## config.mk

```make
export PLATFORM = sky130hd
export DESIGN_NAME = bk_slot_ctrl
export DESIGN_NICKNAME = d
export VERILOG_FILES = /design/src/rtl/bk_slot_ctrl.sv
export SDC_FILE = /design/constraint.sdc
export NUM_CORES = 1
export LEC_CHECK = 0
export CAP_MARGIN = 20
export CORE_MARGIN = 2
export CORE_UTILIZATION = 40
export CTS_CLUSTER_SIZE = 25
export DETAILED_ROUTE_END_ITERATION = 10
export HOLD_SLACK_MARGIN = 0.03
export PLACE_DENSITY = 0.76
export SLEW_MARGIN = 15
export SYNTH_ARGS = -nofsm -noshare
export SYNTH_HDL_FRONTEND = slang
export SYNTH_SLANG_ARGS = --single-unit
```

## constraint.sdc

```tcl
create_clock -name clk_sys -period 1.47 [get_ports clk_sys]
set_input_delay 0.3675 -clock clk_sys [delete_from_list [all_inputs] [get_ports clk_sys]]
set_output_delay 0.3675 -clock clk_sys [all_outputs]
set_load 0.01 [all_outputs]
```

## src/rtl/bk_slot_ctrl.sv

```systemverilog
// Save-slot backup controller: streams one 64-sector slot between core RAM and the SD host.
// Optional `BK_WATCHDOG_EN` adds a TMO_W-bit sd_ack timeout that aborts a transfer and raises bk_error.
module bk_slot_ctrl #(
    parameter int SECT_W = 6,
    parameter int TMO_W  = 24
) (
    input  logic        clk_sys,
    input  logic        reset,
    input  logic        downloading,
    input  logic        img_mounted,
    input  logic        img_readonly,
    input  logic        img_size_nz,
    input  logic        load_req,
    input  logic        save_req,
    input  logic [1:0]  slot,
    output logic [31:0] sd_lba,
    output logic        sd_rd,
    output logic        sd_wr,
    input  logic        sd_ack,
    output logic        bk_ena,
    output logic        bk_loading,
    output logic        bk_busy,
    output logic        bk_error,
    output logic [1:0]  dbg_state
);

    typedef enum logic [1:0] {
        S_IDLE = 2'd0,
        S_REQ  = 2'd1,
        S_XFER = 2'd2,
        S_NEXT = 2'd3
    } state_t;

    state_t            state;
    logic              dl_q;
    logic              load_q;
    logic              save_q;
    logic              ack_q;
    logic [1:0]        slot_l;
    logic [SECT_W-1:0] sector;
    logic              is_load;

    logic load_lvl;
    logic save_lvl;
    logic load_start;
    logic save_start;
    logic ack_rise;
    logic ack_fall;

    // Handshake: sd_rd/sd_wr is a level request held until the host raises sd_ack;
    // the sector is done when sd_ack falls again, and only then is the next one requested.
    assign load_lvl   = load_req & bk_ena;
    assign save_lvl   = save_req & bk_ena;
    assign load_start = load_lvl & ~load_q;
    assign save_start = save_lvl & ~save_q;
    assign ack_rise   = sd_ack & ~ack_q;
    assign ack_fall   = ~sd_ack & ack_q;

    assign sd_lba    = {{(32 - 2 - SECT_W){1'b0}}, slot_l, sector};
    assign dbg_state = state;

    // A new writable image wins over the clear caused by the download starting.
    always_ff @(posedge clk_sys or posedge reset) begin
        if (reset) begin
            dl_q   <= 1'b0;
            bk_ena <= 1'b0;
        end else begin
            dl_q <= downloading;
            if (downloading & img_mounted & img_size_nz & ~img_readonly)
                bk_ena <= 1'b1;
            else if (downloading & ~dl_q)
                bk_ena <= 1'b0;
        end
    end

    always_ff @(posedge clk_sys or posedge reset) begin
        if (reset) begin
            load_q <= 1'b0;
            save_q <= 1'b0;
            ack_q  <= 1'b0;
        end else begin
            load_q <= load_lvl;
            save_q <= save_lvl;
            ack_q  <= sd_ack;
        end
    end

`ifdef BK_WATCHDOG_EN
    logic [TMO_W-1:0] tmo_cnt;
`else
    // Without the watchdog there is nothing to time out; TMO_W is inert here.
    assign bk_error = (TMO_W < 0);
`endif

    always_ff @(posedge clk_sys or posedge reset) begin
        if (reset) begin
            state      <= S_IDLE;
            slot_l     <= 2'd0;
            sector     <= '0;
            is_load    <= 1'b0;
            sd_rd      <= 1'b0;
            sd_wr      <= 1'b0;
            bk_loading <= 1'b0;
            bk_busy    <= 1'b0;
`ifdef BK_WATCHDOG_EN
            tmo_cnt    <= '0;
            bk_error   <= 1'b0;
`endif
        end else begin
            case (state)
                S_IDLE: begin
                    if (load_start | save_start) begin
                        state      <= S_REQ;
                        slot_l     <= slot;
                        sector     <= '0;
                        is_load    <= load_start;
                        bk_loading <= load_start;
                        sd_rd      <= load_start;
                        sd_wr      <= ~load_start;
                        bk_busy    <= 1'b1;
                    end
                end
                S_REQ: begin
                    if (ack_rise) begin
                        state <= S_XFER;
                        sd_rd <= 1'b0;
                        sd_wr <= 1'b0;
                    end
                end
                S_XFER: begin
                    if (ack_fall)
                        state <= S_NEXT;
                end
                S_NEXT: begin
                    // The slot bits never take a carry: the last sector ends the transfer.
                    if (&sector) begin
                        state      <= S_IDLE;
                        bk_loading <= 1'b0;
                        bk_busy    <= 1'b0;
                    end else begin
                        state  <= S_REQ;
                        sector <= sector + 1'b1;
                        sd_rd  <= is_load;
                        sd_wr  <= ~is_load;
                    end
                end
                default: state <= S_IDLE;
            endcase
`ifdef BK_WATCHDOG_EN
            if (state == S_IDLE) begin
                tmo_cnt <= '0;
                if (load_start | save_start)
                    bk_error <= 1'b0;
            end else if (state == S_REQ || state == S_XFER) begin
                if (ack_rise | ack_fall) begin
                    tmo_cnt <= '0;
                end else if (&tmo_cnt) begin
                    state      <= S_IDLE;
                    sd_rd      <= 1'b0;
                    sd_wr      <= 1'b0;
                    bk_loading <= 1'b0;
                    bk_busy    <= 1'b0;
                    bk_error   <= 1'b1;
                    tmo_cnt    <= '0;
                end else begin
                    tmo_cnt <= tmo_cnt + 1'b1;
                end
            end
`endif
        end
    end

endmodule

```

After elaboration in Yosys (flattened, before gate mapping)
Cells that the tools add are included.
Cells by class
  bitwise operators: 19
  multiplexer cells: 21
  reduce and logical (&&, ||, !) cells: 10
  add/sub/neg operators: 1
  eq/ne operators: 8
Operators by type and width (count)
  two-way mux 6 bit: 2
  case mux 6 bit (2 select lines): 1
  bitwise AND 1 bit: 10
  two-way mux 1 bit: 10
  != test 2 bit (second input constant): 5
  AND reduction 3 bit: 3
  inverter 1 bit: 8
  case mux 2 bit (4 select lines): 1
  adder 6 x 1 -> 6 bit (second input constant): 1
  two-way mux 2 bit: 3
  case mux 1 bit (3 select lines): 2
  AND reduction 6 bit: 1
  == test 2 bit (second input constant): 2
  case mux 1 bit (2 select lines): 2
  AND reduction 4 bit: 1
  nonzero test 2 bit: 2
  nonzero test 3 bit: 1
  == test 2 x 1 -> 1 bit (second input constant): 1
  logical NOT 2 bit: 1
  AND reduction 2 bit: 1
  OR 1 bit: 1
Storage, ports and cells
  bits in registers: 20
  bits of input ports: 11
  output and inout bits: 40

Logic depth before layout (Yosys ltp)
  depth after elaboration: 5
  mapped depth: 6
  depth with buffers taken out: 6

Worst setup path before layout
OpenSTA, ideal clock, no wires.
  path type: flip-flop to flip-flop
  start: reg state[1], in the netlist dbg_state[1]
  end: reg sd_rd
  path buffers: 0
  slack: -140 ps
  setup time: 125 ps
  period minus slack after synthesis: 1610 ps
  stages on the path, launching flop included: 6
  data required time: 1345 ps
  arrival: 1486 ps
  cells stage by stage: dfrtp_1 -> inv_1 -> ha_1 -> a21o_1 -> a221oi_2 -> mux2_2
Between the ends
  word-level cells in the longest chain between the ends: 3
Ends and longest elaborated chain
  start: declaration: RTL line 34  | state_t state;
  start signal: assignment: RTL line 97  | state <= S_IDLE;
  start signal: assignment: RTL line 113  | state <= S_REQ;
  start signal: assignment: RTL line 125  | state <= S_XFER;
  == test 2 bit, or another cell as far along: RTL line 110  | case (state)
  != test 2 bit (no source line) or nonzero test 3 bit (tied branches)
  AND reduction 4 bit (no source line)
  end signal: assignment: RTL line 118  | sd_rd <= load_start;
  end signal: assignment: RTL line 143  | sd_rd <= is_load;
  end: declaration: RTL line 17  | output logic sd_rd,
Parallel ways exist; a longest one is shown, timed or not.
A chain may end at the register's enable or synchronous reset.

Worst setup path in the final report
  start: in save_req
  end: reg sd_wr
Between the ends
  word-level cells in the longest chain between the ends: 5
Ends and longest elaborated chain
  start: declaration: RTL line 14  | input logic save_req,
  bitwise AND 1 bit: RTL line 53  | assign save_lvl = save_req & bk_ena;
  bitwise AND 1 bit: RTL line 55  | assign save_start = save_lvl & ~save_q;
  OR 1 bit: RTL line 112  | if (load_start | save_start) begin
  != test 2 bit (no source line)
  AND reduction 4 bit (no source line)
  end signal: assignment: RTL line 119  | sd_wr <= ~load_start;
  end signal: assignment: RTL line 144  | sd_wr <= ~is_load;
  end: declaration: RTL line 18  | output logic sd_wr,
Every way passes these cells.

==> flow_summary.json <==
{
  "ys_seq_area_frac": 0.362,
  "first_global_vias": 1267,
  "ff_latch_area_um2": 505,
  "wl_per_cell_um": 13.9,
  "synthArstFlopShare": 1.00,
  "die_height_um": 62.8,
  "drive_gt1_frac": 0.435,
  "peakVddDrop_mv": 1.13,
  "power.share.sequential": 0.226,
  "clkLatencyLatePin_ps": 310,
  "slew_violations": 0,
  "dr.pass1.iters": 4,
  "violations": "negative setup slack",
  "grt_pass1_wl_um": 5700,
  "drt_wl_total_um": 3510,
  "drt_iter0_markers": 58,
  "fin_crit_ps": 1570,
  "start_kind": "input pin",
  "cellLeakagePower_uw": 0.00101,
  "cts_hold_buf": 0,
  "fin_crit_sh": 1.07,
  "worst_clock_skew_ps": 6.85,
  "path_depth": 5,
  "drc_errors": 0,
  "hold-path-cell-count": 1,
  "cts_buffers": 3,
  "antenna_left": 0,
  "die_x_um": 62.8,
  "crit_buf_inv": 1,
  "cts_buffer_depth": 2,
  "placementRows": 21,
  "slowest_stage": "clkdlybuf4s50_1",
  "track_usage": 0.180,
  "ys_ff_latch": 20,
  "rsz0062_at_grt": "yes",
  "initial_core_util": 0.414,
  "fmax_mhz": 637,
  "multi_input_area_um2": 942,
  "ys.warnings.count": 0,
  "drt-vias-per-instance": 5.06,
  "min_path_type": "in -> reg",
  "core_um2": 3340,
  "mostFrequentLayoutCells": "buf_4 (33), conb_1 (25), dfrtp_1 (16), dlygate4sd2_1 (13), clkdlybuf4s50_1 (8)",
  "crit_fanout": 3,
  "synth_area_um2": 1380,
  "critPathRequiredTime_ps": 1680,
  "clock_sinks": 20,
  "finalNetCount": 226,
  "power_switching_share": 0.402,
  "cap_violations": 0,
  "vias": 1281,
  "netlist_instances": 143,
  "gp_congestion": 0.912,
  "synth_ff_type": "dfrtp_1",
  "grt_start_max_net_pins": 21,
  "diodes": 0,
  "setup_viol": 8,
  "antenna_found_initial": 0,
  "cp_top_family": "buffers and inverters",
  "final_area_um2": 2120,
  "dieArea_um2": 3940,
  "power_density_nw_per_um2": 1710,
  "cp_slowest_stage_delay_ps": 470,
  "postLayoutSetupSlackWorst_ps": -98.7,
  "area_growth_pct": 53.6,
  "rr_worst_depth": 6,
  "whs_ps": 300,
  "cts-root-buf": "clkbuf_4",
  "io_pins": 51,
  "hold_violations": 0,
  "hpwl_um": 2370,
  "layout_commonest_cell": "buf_4",
  "final.setup.tns_ps": -332,
  "intPower_uw": 2170,
  "numPortBuffers": 25,
  "synth.distinct_cells": 44,
  "synth_edf_count": 0,
  "status": "finished, violations left",
  "syn-mean-instance-area_um2": 9.67,
  "post_dp_cell_area_um2": 1820,
  "arrival_ps": 1780,
  "clockPowerShare": 0.080,
  "worstSetupPathType": "in -> reg",
  "gr-total-overflow": 0,
  "clk_pin_slew_ps": 120,
  "worstSetupEndpointType": "register",
  "cp_cell_sequence": "clkdlybuf4s50_1 > nor2b_4 > o21ai_2 > a221oi_4 > mux2_4",
  "power.switching_uw": 1460,
  "n_fill_cell": 292,
  "tritoncts": "yes",
  "cts_max_level": 1,
  "combPwrFrac": 0.693
}
==> logic make-up after synthesis <==
group | Yosys count | share of synthesized area
buffers and inverters | 37 | 0.171
adder cells (fa/ha/maj) | 7 | 0.0633
other | 1 | 0.00271
multiplexers | 6 | 0.0480
AND/OR/NAND/NOR | 33 | 0.140
flip-flops | 20 | 0.362
AO/OA/AOI/OAI | 39 | 0.213
==> sequential cells by signal (all words and copies together), names as in the netlist <==
name        count
bk_busy         1
bk_ena          1
sd_wr           1
dbg_state       2
dl_q            1
slot_l          2
bk_loading      1
save_q          1
is_load         1
sector          6
sd_rd           1
ack_q           1
load_q          1
==> synthesized netlist by cell type, types with 2 or more instances <==
library cell | count | area (um2)
o2111ai_1 | 2 | 17.5
nand2_1 | 7 | 26.3
mux2_2 | 5 | 56.3
a21o_1 | 2 | 15.0
o21ai_0 | 4 | 20.0
nor2b_4 | 2 | 27.5
nand3_1 | 7 | 35.0
nand2b_1 | 3 | 18.8
buf_4 | 25 | 188
ha_1 | 7 | 87.6
nor2_1 | 4 | 15.0
a21oi_1 | 7 | 35.0
buf_2 | 3 | 15.0
o22ai_1 | 2 | 12.5
o211ai_1 | 3 | 22.5
a211oi_1 | 4 | 30.0
inv_1 | 9 | 33.8
dfrtp_1 | 20 | 500
o221ai_1 | 2 | 17.5
==> path summary, 6_finish.rpt <==
kind                            slack (ps)          from           end
worst min register to register         480          dl_q        bk_ena
max in group asynchronous              860         reset  dbg_state[1]
min in group asynchronous              380         reset     slot_l[0]
worst max-delay path                  -100      save_req         sd_wr
worst max register to register         -90  dbg_state[1]         sd_wr
worst min-delay path                   300        sd_ack         ack_q
==> what timing repair did <==
| action | in CTS | in global routing |
|---|---|---|
| buffers inserted | 13 | 1 |
| endpoints found under the setup margin | 25 | 14 |
| pin swaps | 6 | 8 |
| resized for setup | 52 | 16 |
==> power groups by stage <==
| stage | Sequential [uW] | Clock (uW) | Combinational [uW] |
|---|---|---|---|
| 2_1_floorplan | 953 | 0 | 985 |
| 3_3_place_gp | 856 | 0 | 1740 |
| 3_5_place_dp | 864 | 0 | 1810 |
| 4_1_cts | 820 | 301 | 2290 |
| 5_1_grt | 848 | 327 | 2710 |
| 6_report | 824 | 293 | 2520 |
==> metrics by stage <==
stage               setup WS (ps)  utilization  total power [uW]  std cells
floorplan                   -39.2            -              1940        167
global placement             -494        0.546              2590        236
detailed placement           -530        0.546              2670        236
CTS                          -135        0.613              3410        253
global route                 -143        0.636              3880        253
finish                      -98.7        0.636              3640        253
==> final cells by class <==
cell class              count  share of cell area
clock buffers               4              0.0124
inverters                   9              0.0206
repair buffers             64               0.258
flip-flops and latches     20               0.238
well taps                  46              0.0271
multi-input cells         110               0.444
==> worst reg2reg max path: cells and delay by family, from the launching register on <==
family,cells,cell delay [ps]
flops,1,400
compound gates,2,400
mux,1,330
buf+inv,2,190
fa+ha+maj,1,150
==> routing by layer <==
layer / vias up / share of wire / GRT usage
met2: 45 / 0.55 / 0.340
met3: 5 / 0.045 / 0.0378
met4: 0 / 0.0094 / 0.0528
li1: 591 / - / -
met1: 640 / 0.39 / 0.202
met5: - / 0 / 0
Note: power is estimated with default switching activity, not from simulation.
